### src/rtl/mem_arbiter_if.sv
// Bundle of requester, response and memory-side signals shared by mem_arbiter.
// The arbiter sits on the slave side; requesters and the memory use the other modports.
interface mem_arbiter_if #(
  parameter int ADDR_W = 8
);
  logic [1:0]        req_valid;
  logic [1:0]        req_ready;
  logic [1:0]        req_we;
  logic [1:0]        req_lock;
  logic [ADDR_W-1:0] req_addr0;
  logic [ADDR_W-1:0] req_addr1;
  logic [31:0]       req_wdata0;
  logic [31:0]       req_wdata1;
  logic [1:0]        resp_valid;
  logic [31:0]       resp_rdata0;
  logic [31:0]       resp_rdata1;
  logic              mem_wr_en;
  logic [ADDR_W-1:0] mem_addr_pt;
  logic [31:0]       mem_wr_data;
  logic [31:0]       mem_rd_data;

  modport slave (
    input  req_valid, req_we, req_lock, req_addr0, req_addr1, req_wdata0, req_wdata1,
    input  mem_rd_data,
    output req_ready, resp_valid, resp_rdata0, resp_rdata1,
    output mem_wr_en, mem_addr_pt, mem_wr_data
  );

  modport master (
    output req_valid, req_we, req_lock, req_addr0, req_addr1, req_wdata0, req_wdata1,
    input  req_ready, resp_valid, resp_rdata0, resp_rdata1
  );

  modport mem_side (
    input  mem_wr_en, mem_addr_pt, mem_wr_data,
    output mem_rd_data
  );
endinterface

### src/rtl/mem_arbiter.sv
// Two-port round-robin arbiter for a single-port memory, with a bounded lock
// for back-to-back accesses and a registered one-cycle response per transfer.
module mem_arbiter #(
  parameter int DEPTH    = 256,
  parameter int ADDR_W   = $clog2(DEPTH),
  parameter int MAX_HOLD = 4
) (
  input  logic          clk,
  input  logic          rst,
  mem_arbiter_if.slave  bus
);
  localparam int CNT_W = $clog2(MAX_HOLD + 1);
  localparam int CNT_X = CNT_W + 1;

  if (MAX_HOLD < 1 || (64'd1 << ADDR_W) < DEPTH) begin : g_bad_param
    $error("mem_arbiter: MAX_HOLD must be >= 1 and ADDR_W must cover DEPTH");
  end

  logic             prio;
  logic             last;
  logic [CNT_W-1:0] hold_cnt;

  logic             xfer;
  logic             gnt;
  logic             gnt_lock;
  logic [1:0]       ready;
  logic [CNT_X-1:0] cnt_n;

  logic [1:0]       resp_valid_q;
  logic [31:0]      resp_rdata0_q;
  logic [31:0]      resp_rdata1_q;

  // NOTE: every always_comb output gets a default first so no path leaves it
  // unassigned, which would otherwise infer a latch.
  always_comb begin
    xfer     = |bus.req_valid;
    gnt      = bus.req_valid[1] & (~bus.req_valid[0] | prio);
    ready    = '0;
    if (xfer) ready[gnt] = 1'b1;
    gnt_lock = bus.req_lock[gnt];
    cnt_n    = (gnt == last) ? CNT_X'(hold_cnt) + CNT_X'(1) : CNT_X'(1);

    // With no grant gnt is 0, so address/wdata fall back to port 0.
    bus.mem_addr_pt = gnt ? bus.req_addr1  : bus.req_addr0;
    bus.mem_wr_data = gnt ? bus.req_wdata1 : bus.req_wdata0;
    bus.mem_wr_en   = xfer & bus.req_we[gnt];
  end

  assign bus.req_ready   = ready;
  assign bus.resp_valid  = resp_valid_q;
  assign bus.resp_rdata0 = resp_rdata0_q;
  assign bus.resp_rdata1 = resp_rdata1_q;

  // NOTE: sequential state uses non-blocking assignments so every register
  // samples pre-edge values regardless of statement order.
  always_ff @(posedge clk) begin
    if (rst) begin
      prio          <= 1'b0;
      last          <= 1'b0;
      hold_cnt      <= '0;
      resp_valid_q  <= 2'b00;
      resp_rdata0_q <= '0;
      resp_rdata1_q <= '0;
    end else begin
      resp_valid_q <= 2'b00;
      if (xfer) begin
        resp_valid_q[gnt] <= 1'b1;
        if (gnt) resp_rdata1_q <= bus.req_we[1] ? 32'd0 : bus.mem_rd_data;
        else     resp_rdata0_q <= bus.req_we[0] ? 32'd0 : bus.mem_rd_data;

        prio <= (gnt_lock && cnt_n < CNT_X'(MAX_HOLD)) ? gnt : ~gnt;
        // Saturating at MAX_HOLD keeps the count in range while a lone
        // locked requester runs on; beyond the bound the outcome is the same.
        if (!gnt_lock)                     hold_cnt <= '0;
        else if (cnt_n > CNT_X'(MAX_HOLD)) hold_cnt <= CNT_W'(MAX_HOLD);
        else                               hold_cnt <= cnt_n[CNT_W-1:0];
        last <= gnt;
      end
    end
  end
endmodule
### src/flat_wrapper.sv
// flat-port wrapper written by rule: the top's interface ports become plain ports
module mem_arbiter_flat 
#(
  parameter int DEPTH    = 256,
  parameter int ADDR_W   = $clog2(DEPTH),
  parameter int MAX_HOLD = 4
)
  (clk, rst, bus_req_valid, bus_req_we, bus_req_lock, bus_req_addr0, bus_req_addr1, bus_req_wdata0, bus_req_wdata1, bus_mem_rd_data, bus_req_ready, bus_resp_valid, bus_resp_rdata0, bus_resp_rdata1, bus_mem_wr_en, bus_mem_addr_pt, bus_mem_wr_data);
  mem_arbiter_if #(.ADDR_W(ADDR_W)) bus_i ();
  input  logic clk;
  input  logic rst;
  input wire logic [$bits(bus_i.req_valid)-1:0] bus_req_valid;
  input wire logic [$bits(bus_i.req_we)-1:0] bus_req_we;
  input wire logic [$bits(bus_i.req_lock)-1:0] bus_req_lock;
  input wire logic [$bits(bus_i.req_addr0)-1:0] bus_req_addr0;
  input wire logic [$bits(bus_i.req_addr1)-1:0] bus_req_addr1;
  input wire logic [$bits(bus_i.req_wdata0)-1:0] bus_req_wdata0;
  input wire logic [$bits(bus_i.req_wdata1)-1:0] bus_req_wdata1;
  input wire logic [$bits(bus_i.mem_rd_data)-1:0] bus_mem_rd_data;
  output wire logic [$bits(bus_i.req_ready)-1:0] bus_req_ready;
  output wire logic [$bits(bus_i.resp_valid)-1:0] bus_resp_valid;
  output wire logic [$bits(bus_i.resp_rdata0)-1:0] bus_resp_rdata0;
  output wire logic [$bits(bus_i.resp_rdata1)-1:0] bus_resp_rdata1;
  output wire logic [$bits(bus_i.mem_wr_en)-1:0] bus_mem_wr_en;
  output wire logic [$bits(bus_i.mem_addr_pt)-1:0] bus_mem_addr_pt;
  output wire logic [$bits(bus_i.mem_wr_data)-1:0] bus_mem_wr_data;
  assign bus_i.req_valid = bus_req_valid;
  assign bus_i.req_we = bus_req_we;
  assign bus_i.req_lock = bus_req_lock;
  assign bus_i.req_addr0 = bus_req_addr0;
  assign bus_i.req_addr1 = bus_req_addr1;
  assign bus_i.req_wdata0 = bus_req_wdata0;
  assign bus_i.req_wdata1 = bus_req_wdata1;
  assign bus_i.mem_rd_data = bus_mem_rd_data;
  assign bus_req_ready = bus_i.req_ready;
  assign bus_resp_valid = bus_i.resp_valid;
  assign bus_resp_rdata0 = bus_i.resp_rdata0;
  assign bus_resp_rdata1 = bus_i.resp_rdata1;
  assign bus_mem_wr_en = bus_i.mem_wr_en;
  assign bus_mem_addr_pt = bus_i.mem_addr_pt;
  assign bus_mem_wr_data = bus_i.mem_wr_data;
  mem_arbiter #(.DEPTH(DEPTH), .ADDR_W(ADDR_W), .MAX_HOLD(MAX_HOLD)) u_core (.clk(clk), .rst(rst), .bus(bus_i));
endmodule
### config.mk
export PLATFORM = sky130hd
export DESIGN_NAME = mem_arbiter_flat
export DESIGN_NICKNAME = d
export VERILOG_FILES = /design/src/rtl/mem_arbiter_if.sv /design/src/rtl/mem_arbiter.sv /design/src/flat_wrapper.sv
export SDC_FILE = /design/constraint.sdc
export NUM_CORES = 1
export LEC_CHECK = 0
export ABC_AREA = 1
export CAP_MARGIN = 10
export CELL_PAD_IN_SITES_DETAIL_PLACEMENT = 1
export CELL_PAD_IN_SITES_GLOBAL_PLACEMENT = 1
export CORE_UTILIZATION = 25
export CTS_BUF_LIST = sky130_fd_sc_hd__clkbuf_4
export DETAILED_ROUTE_END_ITERATION = 6
export PLACE_DENSITY_LB_ADDON = 0.1
export SKIP_CTS_REPAIR_TIMING = 1
export SLEW_MARGIN = 30
export SYNTH_ARGS = -nofsm -noshare
export SYNTH_HDL_FRONTEND = slang
export SYNTH_SLANG_ARGS = --single-unit
### constraint.sdc
create_clock -name clk -period 3.1 [get_ports clk]
set_clock_uncertainty 0.05 [all_clocks]
set_input_delay 0.62 -clock clk [delete_from_list [all_inputs] [get_ports clk]]
set_output_delay 0.62 -clock clk [all_outputs]
set_load 0.02 [all_outputs]
==> summary.txt <==
Outcome
  – Run status: complete, no violations

Die
  – Rows: 40
  – Die height: roughly 110 um
  – Die width: 115 um
  – Core area: 12200 sq um
  – Initial core utilization: 26.0%
  – IO Count: 229
  – Die area: 13100 sq um

Synthesis
  – Synth Net Count: 579
  – Syn Area/Cell: slightly below 7 sq um
  – Ys flop type: dfxtp_1
  – Main area contributors after synthesis: dfxtp_1 45%, nand2_1 22%, nand3_1 12%
  – Synth area leader: dfxtp_1
  – Async SR Flop Fraction: 0%
  – Number of synthesis warnings: 0
  – Share of the synthesized area in the top cell type: 44.9%
  – Commonest cells post-synth: 186 x nand2_1, 74 x nand3_1, 71 x dfxtp_1
  – Synth Cell Area: 3170 sq um
  – Sequential fraction of the synthesis area: 44.9%
  – Cell count after synthesis: 458
  – Most frequent cell after synthesis: nand2_1
  – Library cells used by synthesis: 26
  – FF+latch count, synth: 71
  – Number of enable flip-flop cells after synthesis: 0

Timing
  – Period minus WS final: approximately 3.0 ns
  – Pins Over Slew Limit: 0
  – Final setup viols: 0
  – Fin crit share: 97.8%
  – Max-slew headroom: 67.2%
  – Final Hold Fails: 0
  – Worst Tran Pin Value: between 0.4 and 0.5 ns
  – Max frequency: between 300 and 400 MHz

Power and ir drop
  – Clock power frac: between 30% and 40%
  – Switching Share: 29.9%
  – LEAKAGE: 2.58 nW
  – Internal: 1.72 mW
  – Seq pwr share: between 30% and 40%
  – Comb power frac: 29.7%
  – Psw: 733 uW
  – Power density cells: 416 nW/um^2
  – Worst vdd ir: between 0.2 and 0.25 mV

Worst setup path
  – CP max-delay cell: clkdlybuf4s50_1
  – CP Data Arrival Time: between 2 and 2.5 ns
  – Critical Path RT: between 2 and 2.5 ns
  – Crit Path Class: input pin to output pin
  – Largest stage delay on the critical path: 0.60 ns
  – Worst r2r dst: u_core.hold_cnt[1]$_SDFFE_PP0N_
  – CP max FO: 42
  – Crit path top cell by count: nand2_1
  – Cells along the critical path: clkdlybuf4s50_1 > nand2_1 > nand2_4 > inv_2 > buf_12 > nand2_1 > nand2_1 > clkdlybuf4s50_1
  – Worst reg2reg path depth: 10
  – Internal reg-to-reg setup slack: 1.43 ns
  – Setup crit end kind: output pin
  – Crit path launch type: input pin
  – Reg2reg start: u_core.prio$_SDFFE_PP0N_

CTS
  – Clock Tree Buf Depth: 2
  – Num CTS Buffers: 9
  – Clock tree from TritonCTS: built
  – Worst-path clk slew: between 0.1 and 0.15 ns
  – Clock Tree Root: clkbuf_4
  – Clock latency at the later pin of the worst-skew pair: between 0.4 and 0.5 ns
  – Clock sinks: 71
  – H-tree levels: 3

Global routing
  – Total GRT Usage: 21.1%
  – Wire length of the first global-routing pass: 21400 um
  – Vias in the first global route: 4052
  – Initial antenna violation count: 0
  – Grt ovf: 0
  – Pin count of the biggest net entering global routing: 43

Final layout
  – Area delta synth->final: 86.4%
  – N_diodes: 0
  – Final Instance Count excl. Fillers: 857
  – # nets final: around 810
  – Cell area after layout: between 5000 and 6000 sq um
  – Share of cells above drive strength 1: 6.24%
  – Util after Layout: 48.5%

Run
  – Max cap viols: 0

Detailed routing
  – Total wire length: 13700 um
  – DRT antenna net count: 0
  – Iteration-0 DRC Markers: 156
  – Drc violations: 0
  – Vias: around 4000
  – Drt via density: 4.56
  – DRT Pass-1 Iters: 4
  – Wire per inst: 16.0 um

Hold path
  – Hold_sp: u_core.bus.resp_rdata1[1]$_SDFFE_PP0P_
  – Hold endpoint: u_core.bus.resp_rdata1[1]$_SDFFE_PP0P_
  – Worst hold stages: 2
  – Worst Hold Class: flip-flop to flip-flop

Placement
  – Placed Cells: 841
  – Gpl congestion: 0.751
  – Port-buffer cells: 228
  – Cell Area, Placed: 5690 sq um
  – DP HPWL: 10500 um
-- power groups by stage --
| stage | logic (mW) | clock network (mW) | registers [mW] |
|---|---|---|---|
| after floorplan | 0.265 | 0 | 1.04 |
| after global placement | 0.725 | 0 | 0.997 |
| after detailed placement | 0.739 | 0 | 0.999 |
| after CTS | 0.742 | 0.764 | 0.979 |
| after global routing | 0.784 | 0.808 | 0.984 |
| final | 0.728 | 0.749 | 0.977 |
-- flip-flops by register name (all words and copies together), names as in the netlist --
register and cells:
u_core.bus.resp_valid 2, u_core.hold_cnt 3, u_core.bus.resp_rdata1 32, u_core.prio 1
u_core.last 1, u_core.bus.resp_rdata0 32
-- how the worst max path moves through the flow --
stage / start / end / slack [ns] / cells past startpoint
floorplan: bus_req_valid[0] / bus_mem_addr_pt[0] / 0.98 / 6
global placement: bus_req_valid[0] / bus_mem_wr_data[6] / 0.11 / 8
detailed placement: bus_req_valid[0] / bus_mem_wr_data[3] / 0.07 / 8
CTS: bus_req_valid[0] / bus_mem_wr_data[3] / 0.06 / 8
global route: bus_req_valid[0] / bus_mem_addr_pt[6] / -0.01 / 8
finish: bus_req_valid[0] / bus_mem_wr_data[1] / 0.07 / 8
-- routing by layer --
metal,track usage [%],share of wire (%)
met2,38.6,50
met1,22.9,40
met4,7.36,1.8
met3,6.41,7.9
met5,0,0
-- cells by family (layout without fill, tap and decap cells) --
logic type / after synthesis / count (layout) / share of synthesized area (%)
flip-flops: 71 / 71 / 44.9
adder cells (fa/ha/maj): 1 / 1 / 0.395
XOR/XNOR: 1 / 1 / 0.277
AO/OA/AOI/OAI: 63 / 63 / 11.1
buffers and inverters: 47 / 278 / 6.60
AND/OR/NAND/NOR: 275 / 275 / 36.8
-- placed cells by master (no fill, tap or decap), types with 2 or more instances in the layout --
| master | count |
|---|---|
| clkbuf_4 | 9 |
| bufinv_16 | 3 |
| nor2_1 | 5 |
| buf_12 | 3 |
| clkdlybuf4s50_1 | 214 |
| o21ai_1 | 16 |
| inv_2 | 3 |
| o31ai_1 | 14 |
| nand2_1 | 186 |
| o21ai_0 | 25 |
| dlymetal6s2s_1 | 14 |
| nand3_1 | 74 |
| and3_1 | 2 |
| buf_4 | 16 |
| a21oi_1 | 8 |
| dfxtp_1 | 71 |
| inv_1 | 11 |
| nand2_4 | 3 |
| clkinv_2 | 2 |
-- layout make-up --
| type | count | area, sq um |
|---|---|---|
| Multi-Input combinational cell | 340 | 1540 |
| Timing Repair Buffer | 247 | 2500 |
| Sequential cell | 71 | 1420 |
| Tap cell | 168 | 210 |
| Inverter | 15 | 58.8 |
| Clock inverter | 7 | 111 |
| Fill cell | 1513 | 6260 |
| Clock buffer | 9 | 67.6 |
-- worst max-delay path: cells and delay by family --
kind,cells,cell delay (ns)
buffers and inverters,4,1.33
and+or+nand+nor,4,0.38
-- metrics by stage --
step                hold slack [ns]  TNS [ns]  power (mW)  setup slack, ns
detailed placement            0.409         0        1.74           0.0714
finish                        0.426         0        2.45           0.0687
global placement              0.405         0        1.72            0.107
global route                  0.449   -0.0139        2.58          -0.0139
CTS                           0.427         0        2.48           0.0585
floorplan                     0.408         0        1.31            0.978
Note: power is estimated with default switching activity, not from simulation.
